File: config.mk
export PLATFORM = sky130hd
export DESIGN_NAME = oddpipe_result_stager
export DESIGN_NICKNAME = d
export VERILOG_FILES = /design/src/rtl/oddpipe_result_stager_pkg.sv /design/src/rtl/oddpipe_result_stager_forward_lookup.sv /design/src/rtl/oddpipe_result_stager.sv
export SDC_FILE = /design/constraint.sdc
export NUM_CORES = 1
export LEC_CHECK = 0
export ABC_AREA = 1
export BUFFER_PORTS_ARGS = -buffer_cell sky130_fd_sc_hd__buf_2
export CORE_AREA = 2 2 270 272
export DETAILED_ROUTE_END_ITERATION = 10
export DIE_AREA = 0 0 272 274
export GPL_TIMING_DRIVEN = 0
export PLACE_DENSITY_LB_ADDON = 0.2
export RECOVER_POWER = 25
export SLEW_MARGIN = 20
export SYNTH_ARGS = -nofsm -noshare
export SYNTH_HDL_FRONTEND = slang
export SYNTH_SLANG_ARGS = --single-unit
File: constraint.sdc
create_clock -name clock -period 95.4 [get_ports clock]
set_input_delay 9.54 -clock clock [delete_from_list [all_inputs] [get_ports clock]]
set_output_delay 9.54 -clock clock [all_outputs]
set_load 0.02 [all_outputs]
File: src/rtl/oddpipe_result_stager_pkg.sv
// Shared types for the odd-pipe result stager and its forwarding lookup.
// Optional macro FWD_TAP_EN selects full forwarding; undefined gives scoreboard-only mode.
package descriptions;

  // Number of staging slots; writeback is taken from the last slot.
  localparam int DEPTH     = 7;
  // Wide enough to hold any age or latency in 1..DEPTH.
  localparam int CNT_W     = $clog2(DEPTH + 1);
  localparam int VAL_W     = 128;
  localparam int ADDR_W    = 7;
  localparam int LAT_IN_W  = 3;
  localparam int NUM_PORTS = 3;

  // One in-flight result. A slot with wrt_en=0 is a bubble and never matches.
  typedef struct packed {
    logic [0:VAL_W-1]  value;
    logic [0:ADDR_W-1] address;
    logic              wrt_en;
    logic [CNT_W-1:0]  latency;
    logic [CNT_W-1:0]  age;
  } stage_entry_t;

  // Outcome of one operand lookup.
  typedef struct packed {
    logic [0:VAL_W-1] value;
    logic             hit;
    logic             not_ready;
  } lookup_result_t;

  // A zero latency means "ready next cycle"; anything past DEPTH can never
  // become ready before writeback, so it is pinned to DEPTH.
  function automatic logic [CNT_W-1:0] clamp_latency(input logic [0:LAT_IN_W-1] lat);
    logic [CNT_W-1:0] res;
    if (lat == '0) begin
      res = CNT_W'(1);
    end else if (int'(lat) > DEPTH) begin
      res = CNT_W'(DEPTH);
    end else begin
      res = CNT_W'(lat);
    end
    return res;
  endfunction

endpackage

File: src/rtl/oddpipe_result_stager_forward_lookup.sv
// Forwarding lookup over the staging slots for one query address.
// FWD_TAP_EN defined: youngest live match forwards when ready, else flags not_ready.
// FWD_TAP_EN undefined: any live match flags not_ready; value/hit stay 0.
module forward_lookup
  import descriptions::*;
(
  input  stage_entry_t [DEPTH:1] slots,
  input  logic [0:ADDR_W-1]      address,
  output logic [0:VAL_W-1]       value,
  output logic                   hit,
  output logic                   not_ready
);

  lookup_result_t res;

`ifdef FWD_TAP_EN
  logic found;

  // Scan from the youngest slot; the first live match decides, so an older
  // ready copy can never mask a younger result that is still in flight.
  always_comb begin
    res   = '0;
    found = 1'b0;
    for (int k = 1; k <= DEPTH; k++) begin
      if (!found && slots[k].wrt_en && (slots[k].address == address)) begin
        found = 1'b1;
        if (slots[k].age >= slots[k].latency) begin
          res.hit   = 1'b1;
          res.value = slots[k].value;
        end else begin
          res.not_ready = 1'b1;
        end
      end
    end
  end
`else
  logic unused_slot_bits;
  assign unused_slot_bits = ^slots;

  // Scoreboard mode: any live in-flight write to the address blocks issue.
  always_comb begin
    res = '0;
    for (int k = 1; k <= DEPTH; k++) begin
      if (slots[k].wrt_en && (slots[k].address == address)) begin
        res.not_ready = 1'b1;
      end
    end
  end
`endif

  assign value     = res.value;
  assign hit       = res.hit;
  assign not_ready = res.not_ready;

endmodule

File: src/rtl/oddpipe_result_stager.sv
// Odd-pipe result stager: DEPTH-slot shift pipeline to writeback with a
// three-port forwarding lookup. Optional macro FWD_TAP_EN enables forwarding;
// without it the lookups only raise stall (scoreboard-only mode).
module oddpipe_result_stager
  import descriptions::*;
(
  input  logic                  clock,
  input  logic                  reset,
  input  logic [0:VAL_W-1]      rt_value_input,
  input  logic [0:ADDR_W-1]     rt_address_input,
  input  logic                  wrt_en_input,
  input  logic [0:LAT_IN_W-1]   latency_input,
  input  logic                  flush_input,
  input  logic [0:ADDR_W-1]     qa_address_input,
  input  logic [0:ADDR_W-1]     qb_address_input,
  input  logic [0:ADDR_W-1]     qc_address_input,
  output logic [0:VAL_W-1]      qa_value_output,
  output logic [0:VAL_W-1]      qb_value_output,
  output logic [0:VAL_W-1]      qc_value_output,
  output logic                  qa_hit_output,
  output logic                  qb_hit_output,
  output logic                  qc_hit_output,
  output logic                  stall_output,
  output logic [0:VAL_W-1]      rt_wb_value_output,
  output logic [0:ADDR_W-1]     rt_wb_address_output,
  output logic                  wrt_en_wb_output
);

  stage_entry_t [DEPTH:1] slot_q, slot_d;
  logic [0:VAL_W-1]       wb_value_q, wb_value_d;
  logic [0:ADDR_W-1]      wb_address_q, wb_address_d;
  logic                   wb_en_q, wb_en_d;

  logic [0:ADDR_W-1]      query_addr [NUM_PORTS];
  logic [0:VAL_W-1]       lk_value   [NUM_PORTS];
  logic [NUM_PORTS-1:0]   lk_hit;
  logic [NUM_PORTS-1:0]   lk_not_ready;

  // Capture the incoming result into slot 1 and shift every slot one deeper;
  // a flushed result still takes its slot but as a non-writing bubble.
  always_comb begin
    slot_d            = '0;
    slot_d[1].value   = rt_value_input;
    slot_d[1].address = rt_address_input;
    slot_d[1].wrt_en  = wrt_en_input & ~flush_input;
    slot_d[1].latency = clamp_latency(latency_input);
    slot_d[1].age     = CNT_W'(1);
    for (int k = 2; k <= DEPTH; k++) begin
      slot_d[k]     = slot_q[k-1];
      slot_d[k].age = CNT_W'(k);
    end
  end

  // Writeback stage registers whatever is leaving the last slot.
  always_comb begin
    wb_value_d   = slot_q[DEPTH].value;
    wb_address_d = slot_q[DEPTH].address;
    wb_en_d      = slot_q[DEPTH].wrt_en;
  end

  // Slot and writeback state; reset empties the pipe immediately.
  always_ff @(posedge clock or posedge reset) begin
    if (reset) begin
      slot_q       <= '0;
      wb_value_q   <= '0;
      wb_address_q <= '0;
      wb_en_q      <= 1'b0;
    end else begin
      slot_q       <= slot_d;
      wb_value_q   <= wb_value_d;
      wb_address_q <= wb_address_d;
      wb_en_q      <= wb_en_d;
    end
  end

  assign query_addr[0] = qa_address_input;
  assign query_addr[1] = qb_address_input;
  assign query_addr[2] = qc_address_input;

  genvar gi;
  generate
    for (gi = 0; gi < NUM_PORTS; gi++) begin : g_lookup
      forward_lookup u_lookup (
        .slots     (slot_q),
        .address   (query_addr[gi]),
        .value     (lk_value[gi]),
        .hit       (lk_hit[gi]),
        .not_ready (lk_not_ready[gi])
      );
    end
  endgenerate

  assign qa_value_output      = lk_value[0];
  assign qb_value_output      = lk_value[1];
  assign qc_value_output      = lk_value[2];
  assign qa_hit_output        = lk_hit[0];
  assign qb_hit_output        = lk_hit[1];
  assign qc_hit_output        = lk_hit[2];
  assign stall_output         = |lk_not_ready;

  assign rt_wb_value_output   = wb_value_q;
  assign rt_wb_address_output = wb_address_q;
  assign wrt_en_wb_output     = wb_en_q;

endmodule

==> reports/metrics.csv, run 1 <==
stage;metric;value;unit
route;antenna_violating_nets_post_route;0;
timing;final.setup_skew;0.03742;ns
grt;grt_pass1_vias;15524;
timing;timing.slew.headroom;0.6358;
cts;cts-htree-levels;3;
flow_run;drv.max_cap_violation_count;0;
finish;flow.area_growth_from_synthesis;25.05;%
synthesis;synthDominantCellAreaShare;0.8344;
cts;clock_tree.buffer_depth;3;
worst_hold_path;worst_hold_path.num_cells;0;
synthesis;yosysSeqAreaShare;0.8344;
cts;cts_tree;done;
synthesis;synth_mux_area_frac;0;
grt;wire_length_of_the_first_global_routing_pass;87970;um
cts;cts_num_sinks;1088;
synthesis;synth-compound-area-share;0.005905;
cts;cts_resized;0;
synthesis;synth_xor_xnor_area_share;0.002416;
power_and_ir_drop;vdd_ir_drop_max;0.01763;mV
finish;finalNetCount;3044;
finish;drive_above_1_share;0.2999;
cts;worstSkewPairLatency;0.66;ns
die;start_util;0.4534;
synthesis;ys_warn_count;0;
power_and_ir_drop;power_density;24.18;nW/um^2
timing;rsz0062_at_grt;false;
timing;maxClockFrequency;48.30;MHz
synthesis;synth_seq_cells;1088;
finish;finish.instance_area;40800;um^2
route;route.detailed.drc;0;
timing;setup_viol_count_final;0;
worst_setup_path;worst-setup-path-type;input port to output pin;
route;postRouteWirelength;57540;um
worst_setup_path;worstPathCellList;buf_2, inv_2, nand2_1, nand2_1, nor2_1, nand2_1, nor2_1, nor2_1, nand2_1, nor2_1, nand3_1, buf_2;
placement;port-buffer-count;282;
worst_hold_path;holdPathEnd;slot_d[757];
synthesis;synth_area_leaders;dfrtp_1, buf_4, nand2_1;
worst_setup_path;critPathSlowestCell;buf_2;
synthesis;post_synth_num_cell_types;19;
worst_setup_path;worst_setup_sp_type;input port;
synthesis;synth_largest_area_cell;dfrtp_1;
cts;path_clk_slew;0.06;ns
grt;antenna_found_initial;10;
worst_setup_path;timing.reg2reg.setup_slack;94.71;ns
synthesis;post_synth_instance_area;32630;um^2
route;detail_route.iter0.violations;906;
worst_hold_path;timing.hold.worst.start;slot_d[615];
worst_setup_path;critPathBufInv;3;
grt;track_usage;0.1559;
die;rows;99;
worst_hold_path;min_path_type;register to register;
worst_setup_path;reg2reg_to;slot_d[439];
route;avgViaCountPerCell;3.966;
cts;postCtsSetupRepairBufs;0;
route;drt_pre_antenna_iters;5;
cts;numCtsBuffers;105;
cts;cts_root_buffer;clkbuf_16;
finish;antenna_cells;0;
placement;post_dp_cell_area;37000;um^2
worst_setup_path;critical_path_arrival;11.16;ns
placement;gp_congestion;0.8389;
route;num_vias;15573;
route;avgRoutedWirePerCell;14.65;um
finish;mostFrequentLayoutCell;dfrtp_1;
placement;dp_hpwl;39350;um
cts;hold_buffers;0;
die;total_die_area;74530;um^2
worst_setup_path;timing.critical_path.to_type;output pin;
worst_setup_path;timing.critical_path.fanout_max;8;
worst_setup_path;cpLargestDelayFamily;simple AND/OR/NAND/NOR gates;
worst_setup_path;worst_path_largest_cell_delay;0.28;ns
grt;grt_start_max_net_pins;115;
synthesis;synth_top_family_by_area;buffers and inverters;
worst_setup_path;worst_r2r_startpoint;slot_d[297];
worst_setup_path;reg2reg_depth;0;
synthesis;syn-instance-count;2095;
power_and_ir_drop;static-leakage-power;20.79;nW
timing;setup_total_negative_slack;0;ns
synthesis;post_synth_fa_ha_maj_area_fraction;0;
die;chipHeight;274;um
timing;worst_slew_pin_slew;0.5463;ns
grt;gr-total-overflow;0;
die;num_io_pins;687;
timing;final-max-slew-violation-count;0;
die;coreArea;71970;um^2
die;die_w;272;um
outcome;run_status;complete, no violations;
timing;finalWorstPathRequiredPeriod;20.70;ns
timing;final-hold-violation-count;0;
synthesis;synth_area_per_cell;15.58;um^2
timing;layout_worst_path_cycle_share;0.2170;
worst_setup_path;worst-endpoint-required;85.86;ns
synthesis;post_synthesis_share_of_cell_area_spent_on_and_or_nand_and_nor_gates;0.05683;
finish;mostFrequentLayoutCells;dfrtp_1, buf_4, conb_1;
==> where the power goes <==
group          switching, W  internal [W]  total [W]
sequential       0.00000776      0.000485   0.000493
combinational     0.0000390     0.0000193  0.0000583
clock              0.000171      0.000264   0.000436
total              0.000218      0.000769   0.000987
==> layer usage <==
layer | vias to the layer above | part of all wire | track usage
li1 | 7180 | - | -
met1 | 7769 | 0.39 | 0.2048
met2 | 461 | 0.48 | 0.2425
met3 | 145 | 0.087 | 0.05324
met4 | 18 | 0.032 | 0.05827
met5 | - | 0.0016 | 0
==> registers in the layout (all words and copies together) (netlist names) <==
signal,count
wb_en_d,1
rt_wb_value_output,128
wb_value_d,128
wrt_en_wb_output,1
slot_d,816
rt_wb_address_output,7
wb_address_d,7
==> cell usage after synthesis (all sizes together) <==
| master | n |
|---|---|
| a21boi | 1 |
| nand2 | 356 |
| xor2 | 3 |
| buf | 403 |
| nand3 | 3 |
| o21ai | 26 |
| a21oi | 5 |
| xnor2 | 6 |
| conb | 1 |
| nor2 | 116 |
| inv | 73 |
| dfrtp | 1088 |
| nand4 | 9 |
| o211ai | 4 |
| or2 | 1 |
==> layout make-up <==
cell class	instances	area [um^2]
Fill cell	5790	31160
Sequential cell	1088	27230
Multi-Input combinational cell	917	3578
Buffer	403	3000
Clock buffer	146	2993
Timing Repair Buffer	293	1714
Tap cell	959	1200
Clock inverter	48	810.8
Inverter	73	281.5
==> through the flow <==
step	total power, W	hold slack (ns)	utilization	setup WS, ns	std cells
CTS	0.001002	0.3160	0.5670	74.68	3927
global placement	0.0005590	0.3310	0.5098	46.28	3722
floorplan	0.0005435	0.3312	-	55.23	2481
global route	0.001031	0.3232	0.5670	74.59	3927
finish	0.0009867	0.3133	0.5670	74.70	3927
detailed placement	0.0005593	0.3347	0.5141	74.68	3733
==> worst max-delay path by stage <==
stage	cells past startpoint	slack, ns	endpoint	from
final	12	74.70	stall_output	qb_address_input[3]
after floorplan	1	55.23	rt_wb_address_output[0]	reset
after detailed placement	12	74.68	stall_output	qb_address_input[3]
after global routing	12	74.59	stall_output	qb_address_input[3]
after global placement	2	46.28	slot_d[156]	reset
after CTS	12	74.68	stall_output	qb_address_input[3]
==> cell families (layout without fill, tap and decap cells) <==
| kind of cell | after synthesis | after routing |
|---|---|---|
| DFF | 1088 | 1088 |
| xor gates and xnor gates | 9 | 9 |
| other | 1 | 387 |
| AOI/OAI and AO/OA | 36 | 36 |
| and+or+nand+nor | 485 | 485 |
| buffers and inverters | 476 | 963 |
No activity file was read; power rests on OpenSTA's default activity.
==> run 2, diff against run 1 <==
--- a/config.mk
+++ b/config.mk
@@ -7,9 +7,10 @@
 export LEC_CHECK = 0
 export ABC_AREA = 1
 export BUFFER_PORTS_ARGS = -buffer_cell sky130_fd_sc_hd__buf_2
-export CORE_AREA = 2 2 270 272
+export CORE_ASPECT_RATIO = 0.6
+export CORE_MARGIN = 2
+export CORE_UTILIZATION = 53
 export DETAILED_ROUTE_END_ITERATION = 10
-export DIE_AREA = 0 0 272 274
 export GPL_TIMING_DRIVEN = 0
 export PLACE_DENSITY_LB_ADDON = 0.2
 export RECOVER_POWER = 25
==> constraint.sdc (replaced) <==
create_clock -name clock -period 19.24 [get_ports clock]
set_input_delay 1.924 -clock clock [delete_from_list [all_inputs] [get_ports clock]]
set_output_delay 1.924 -clock clock [all_outputs]
set_load 0.02 [all_outputs]
==> run 2 against run 1 <==
Power rose to 4.7 times the previous value. Sequential share of layout area up 0.65 points. Largest cell class unchanged. Highest routed layer is now met4. Sequential power rose to 4.9 times the previous value. Critical endpoint unchanged. Core utilization up 9.7 points. Clock skew down 0.019 ns. Flip-flop and latch count unchanged. Register-to-register slack worse by 76 ns. Critical path depth unchanged. Worst hold slack better by 0.027 ns.
==> reports/metrics.csv, run 2 (synthesis gave the netlist of run 1 again) <==
stage;metric;value;unit
die;total_die_area;63630;um^2
timing;final.setup.worst_slack;13.68;ns
die;coreArea;60870;um^2
route;avgViaCountPerCell;4.173;
grt;grt_start_max_net_pins;39;
cts;cts_resized;0;
placement;dpl_worst_slack;13.71;ns
timing;final-max-slew-violation-count;0;
finish;drive_above_1_share;0.3014;
grt;track_usage;0.2015;
route;antenna_violating_nets_post_route;0;
die;die_w;324.3;um
placement;dp_hpwl;40540;um
finish;finalNetCount;3052;
die;rows;70;
timing;rsz0062_at_grt;false;
grt;grt_pass1_vias;16353;
placement;gp_congestion;0.8633;
finish;mostFrequentLayoutCell;dfrtp_1;
die;start_util;0.5361;
worst_setup_path;cpLargestDelayFamily;simple AND/OR/NAND/NOR gates;
route;postRouteWirelength;62420;um
die;num_io_pins;687;
worst_setup_path;critical_path_arrival;3.64;ns
finish;mostFrequentLayoutCells;dfrtp_1, buf_4, conb_1;
worst_setup_path;timing.critical_path.fanout_max;8;
worst_setup_path;critPathBufInv;3;
timing;final-hold-violation-count;0;
placement;port-buffer-count;282;
cts;path_clk_slew;0.07;ns
route;avgRoutedWirePerCell;16.46;um
worst_setup_path;worst-setup-path-type;input port to output pin;
timing;maxClockFrequency;179.7;MHz
worst_setup_path;timing.critical_path.to_type;output pin;
outcome;run_status;complete, no violations;
die;chipHeight;196.2;um
cts;cts_num_sinks;1088;
timing;final.setup_skew;0.01800;ns
worst_setup_path;worstPathCellList;buf_2, inv_2, nand2_1, nand2_1, nor2_1, nand2_1, nor2_1, nor2_1, nand2_1, nor2_1, nand3_1, buf_2;
finish;number_of_flip_flops_in_the_largest_register;816;
timing;setup_total_negative_slack;0;ns
power_and_ir_drop;static-leakage-power;20.66;nW
finish;finish.utilization;0.6639;
cts;worstSkewPairLatency;0.65;ns
grt;gr-total-overflow;0;
cts;hold_buffers;0;
timing;finalWorstPathRequiredPeriod;5.565;ns
cts;clock_tree.buffer_depth;3;
finish;fillCellCount;4240;
route;drt_pre_antenna_iters;5;
power_and_ir_drop;power_density;114.8;nW/um^2
route;route.detailed.drc;0;
timing;holdWs;0.3405;ns
worst_setup_path;worst-endpoint-required;17.32;ns
worst_setup_path;worst_path_largest_cell_delay;0.37;ns
cts;cts-htree-levels;3;
cts;numCtsBuffers;89;
flow_run;drv.max_cap_violation_count;0;
worst_setup_path;worst_setup_sp_type;input port;
grt;antenna_found_initial;2;
cts;cts_root_buffer;clkbuf_16;
cts;postCtsSetupRepairBufs;0;
finish;flow.area_growth_from_synthesis;23.85;%
route;num_vias;15829;
grt;wire_length_of_the_first_global_routing_pass;96100;um
timing;layout_worst_path_cycle_share;0.2892;
power_and_ir_drop;vdd_ir_drop_max;0.09753;mV
route;detail_route.iter0.violations;1086;
timing;setup_viol_count_final;0;
worst_hold_path;min_path_type;register to register;
worst_setup_path;critPathSlowestCell;nor2_1;
cts;cts_tree;done;
## run 2: per-stage QoR
stage	area (um^2)	std cells	power [W]
2_1_floorplan	34080	2481	0.002697
3_3_place_gp	36530	3591	0.002771
3_5_place_dp	37250	3626	0.002784
4_1_cts	40410	3791	0.004696
5_1_grt	40410	3792	0.004831
6_report	40410	3793	0.004639
## run 2: final cells by class
class | instances | area (um^2) | share of cell area
Antenna cell | 2 | 5.005 | 0.0001238
Buffer | 403 | 3000 | 0.07425
Clock buffer | 121 | 2549 | 0.06307
Clock inverter | 44 | 604.3 | 0.01495
Inverter | 73 | 277.8 | 0.006873
Multi-Input combinational cell | 917 | 3578 | 0.08855
Sequential cell | 1088 | 27230 | 0.6737
Tap cell | 828 | 1036 | 0.02564
Timing Repair Buffer | 317 | 2135 | 0.05282
## run 2: worst paths after layout
| kind | from | endpoint | slack [ns] | cells after the start |
|---|---|---|---|---|
| setup reg to reg | slot_d[151] | slot_d[293] | 18.55 | 0 |
| min in group asynchronous | reset | slot_d[604] | 1.29 | 2 |
| setup / recovery | qc_address_input[3] | stall_output | 13.68 | 12 |
| max in group asynchronous | reset | slot_d[744] | 15.59 | 11 |
| hold reg to reg | wb_value_d[105] | rt_wb_value_output[105] | 0.34 | 0 |
| hold / removal | wb_value_d[105] | rt_wb_value_output[105] | 0.34 | 0 |
## run 2: routing by layer
| layer | routed length (um) | part of all wire | GRT usage | up-vias |
|---|---|---|---|---|
| met5 | 0 | 0 | 0 | - |
| li1 | - | - | - | 7204 |
| met1 | 24960 | 0.40 | 0.2724 | 8036 |
| met2 | 31840 | 0.51 | 0.3275 | 491 |
| met3 | 4219 | 0.068 | 0.05086 | 98 |
| met4 | 1395 | 0.022 | 0.06236 | 0 |
## run 2: power breakdown
| group | internal [W] | switching, W | total [W] |
|---|---|---|---|
| Clock | 0.00108 | 0.000813 | 0.00189 |
| Sequential | 0.00240 | 0.0000424 | 0.00244 |
| Combinational | 0.000104 | 0.000199 | 0.000303 |
==> run 3, diff against run 2 <==
--- a/config.mk
+++ b/config.mk
@@ -9,7 +9,7 @@
 export BUFFER_PORTS_ARGS = -buffer_cell sky130_fd_sc_hd__buf_2
 export CORE_ASPECT_RATIO = 0.6
 export CORE_MARGIN = 2
-export CORE_UTILIZATION = 53
+export CORE_UTILIZATION = 48
 export DETAILED_ROUTE_END_ITERATION = 10
 export GPL_TIMING_DRIVEN = 0
 export PLACE_DENSITY_LB_ADDON = 0.2
==> constraint.sdc (replaced) <==
create_clock -name clock -period 4.77 [get_ports clock]
set_input_delay 0.477 -clock clock [delete_from_list [all_inputs] [get_ports clock]]
set_output_delay 0.477 -clock clock [all_outputs]
set_load 0.02 [all_outputs]
==> run 3 against run 2 <==
Cell area up 3.5%. Via count up 2.4%. Non-clock buffer count up 135. Wire length up 1.1%. Die area up 10%. Flip-flop and latch count unchanged. Critical endpoint unchanged. Highest routed layer unchanged.
==> reports/metrics.csv, run 3 (synthesis gave the netlist of run 1 again) <==
stage;metric;value;unit
cts;cts_root_buffer;clkbuf_16;
grt;grt_pass1_vias;16685;
worst_setup_path;worstPathCellList;inv_1, nand2_1, nand2_1, nor2_1, nand2_1, nor2_1, nor2_1, nand2_1, nor2_1, nand3_1, buf_2;
die;die_w;340.6;um
finish;fillCellCount;4878;
grt;antenna_found_initial;1;
finish;finalNetCount;3188;
worst_setup_path;critPathSlowestCell;dfrtp_1;
worst_setup_path;reg2reg_to;slot_d[576];
power_and_ir_drop;vdd_ir_drop_max;0.3312;mV
worst_setup_path;timing.critical_path.to;stall_output;
route;antenna_violating_nets_post_route;0;
worst_setup_path;timing.critical_path.fanout_max;4;
timing;final.setup_skew;0.02021;ns
finish;flow.area_growth_from_synthesis;28.17;%
die;num_io_pins;687;
cts;cts_resized;0;
route;detail_route.iter0.violations;956;
cts;cts_tree;done;
finish;final_cell_count_no_fill;3999;
timing;rsz0062_at_grt;false;
route;drt_pre_antenna_iters;5;
placement;port-buffer-count;282;
cts;path_clk_slew;0.07;ns
die;chipHeight;206.0;um
power_and_ir_drop;static-leakage-power;21.22;nW
die;rows;73;
worst_setup_path;worst_setup_sp_type;register;
grt;gr-total-overflow;0;
timing;maxClockFrequency;348.3;MHz
route;postRouteWirelength;63100;um
timing;final-hold-violation-count;0;
timing;setup_total_negative_slack;0;ns
worst_setup_path;timing.reg2reg.setup_slack;4.06;ns
finish;sequential_cell_area;27230;um^2
timing;finalWorstPathRequiredPeriod;2.871;ns
die;total_die_area;70150;um^2
worst_setup_path;cp.depth;11;
placement;gp_congestion;0.9008;
worst_setup_path;critPathBufInv;2;
cts;clock_tree.buffer_depth;3;
worst_setup_path;worst-endpoint-required;4.29;ns
cts;worstSkewPairLatency;0.64;ns
die;start_util;0.4887;
cts;cts-htree-levels;3;
finish;number_of_flip_flops_in_the_largest_register;816;
placement;dp_hpwl;41210;um
timing;worst_slew_pin_slew;0.7280;ns
finish;drive_above_1_share;0.2876;
die;coreArea;66770;um^2
worst_setup_path;setup.worst_path.start;slot_d[722];
grt;wire_length_of_the_first_global_routing_pass;96480;um
placement;place_inst;3697;
route;avgRoutedWirePerCell;15.78;um
finish;mostFrequentLayoutCells;dfrtp_1, buf_4, conb_1;
power_and_ir_drop;power_density;448.4;nW/um^2
worst_setup_path;critical_path_arrival;2.39;ns
route;num_vias;16207;
worst_setup_path;worst-setup-path-type;register to output pin;
cts;numCtsBuffers;90;
worst_setup_path;cpLargestDelayFamily;simple AND/OR/NAND/NOR gates;
timing;timing.slew.headroom;0.5137;
timing;setup_viol_count_final;0;
grt;grt_start_max_net_pins;39;
outcome;run_status;complete, no violations;
finish;mostFrequentLayoutCell;dfrtp_1;
worst_setup_path;worst_r2r_startpoint;slot_d[434];
finish;multi_input_comb_area;3578;um^2
worst_setup_path;worst_path_largest_cell_delay;0.42;ns
finish;finish.utilization;0.6264;
flow_run;drv.max_cap_violation_count;0;
route;route.detailed.drc;0;
cts;cts_num_sinks;1088;
worst_setup_path;reg2reg_depth;0;
route;avgViaCountPerCell;4.053;
timing;layout_worst_path_cycle_share;0.6019;
worst_hold_path;min_path_type;input port to register;
timing;final-max-slew-violation-count;0;
grt;track_usage;0.1837;
worst_setup_path;timing.critical_path.to_type;output pin;
run 3: cell types whose count changed in the layout (fill, tap and decap cells not counted), moves of 2 or more:
cell / delta
dlygate4sd3_1: +136
clkinv_4: +6
clkinvlp_4: -4
bufinv_16: -2
clkinv_8: -2
run 3: worst min-delay path by stage:
stage | depth (start not counted) | slack [ns] | endpoint | start
after floorplan | 0 | 0.33 | rt_wb_value_output[0] | wb_value_d[0]
after global placement | 0 | 0.33 | slot_d[839] | slot_d[697]
after detailed placement | 0 | 0.33 | rt_wb_value_output[102] | wb_value_d[102]
after CTS | 2 | 0.02 | slot_d[148] | flush_input
after global routing | 2 | 0.03 | slot_d[148] | flush_input
final | 2 | 0.04 | slot_d[148] | flush_input
run 3: final cells by class:
class	count	area share
timing repair buffer	452	0.08293
clock buffer	124	0.06196
multi-input combinational	917	0.08556
clock inverter	41	0.01316
inverter	73	0.006642
tap	900	0.02693
sequential	1088	0.6510
buffer	403	0.07174
antenna	1	0.00005984
run 3: power by group:
| part | switching, W | leakage, nW | internal, W |
|---|---|---|---|
| clock | 0.00329 | 1.53 | 0.00430 |
| sequential | 0.000164 | 12.7 | 0.00969 |
| combinational | 0.000825 | 7.00 | 0.000491 |
| total | 0.00428 | 21.2 | 0.0145 |
run 3: layer usage:
layer  part of all wire  track usage
met4              0.021      0.05286
met3              0.066      0.04654
met1               0.42       0.2531
met2               0.50       0.2939
met5                  0            0
run 3: per-stage QoR:
stage                     hold WS (ns)  worst slack, ns  area (um^2)  power, W
after detailed placement        0.3347            2.092        37320   0.01123
after global placement          0.3310           -15.42        36620   0.01119
final                          0.04272            1.899        41820   0.01875
after CTS                      0.01607            1.934        41820   0.01899
after global routing           0.02738            1.728        41820   0.01959
after floorplan                 0.3312           -10.72        34080   0.01088
run 3: timing repair:
item,CTS,global route
setup buffers,0,0
hold buffers,136,0
endpoints found under the hold margin,166,0
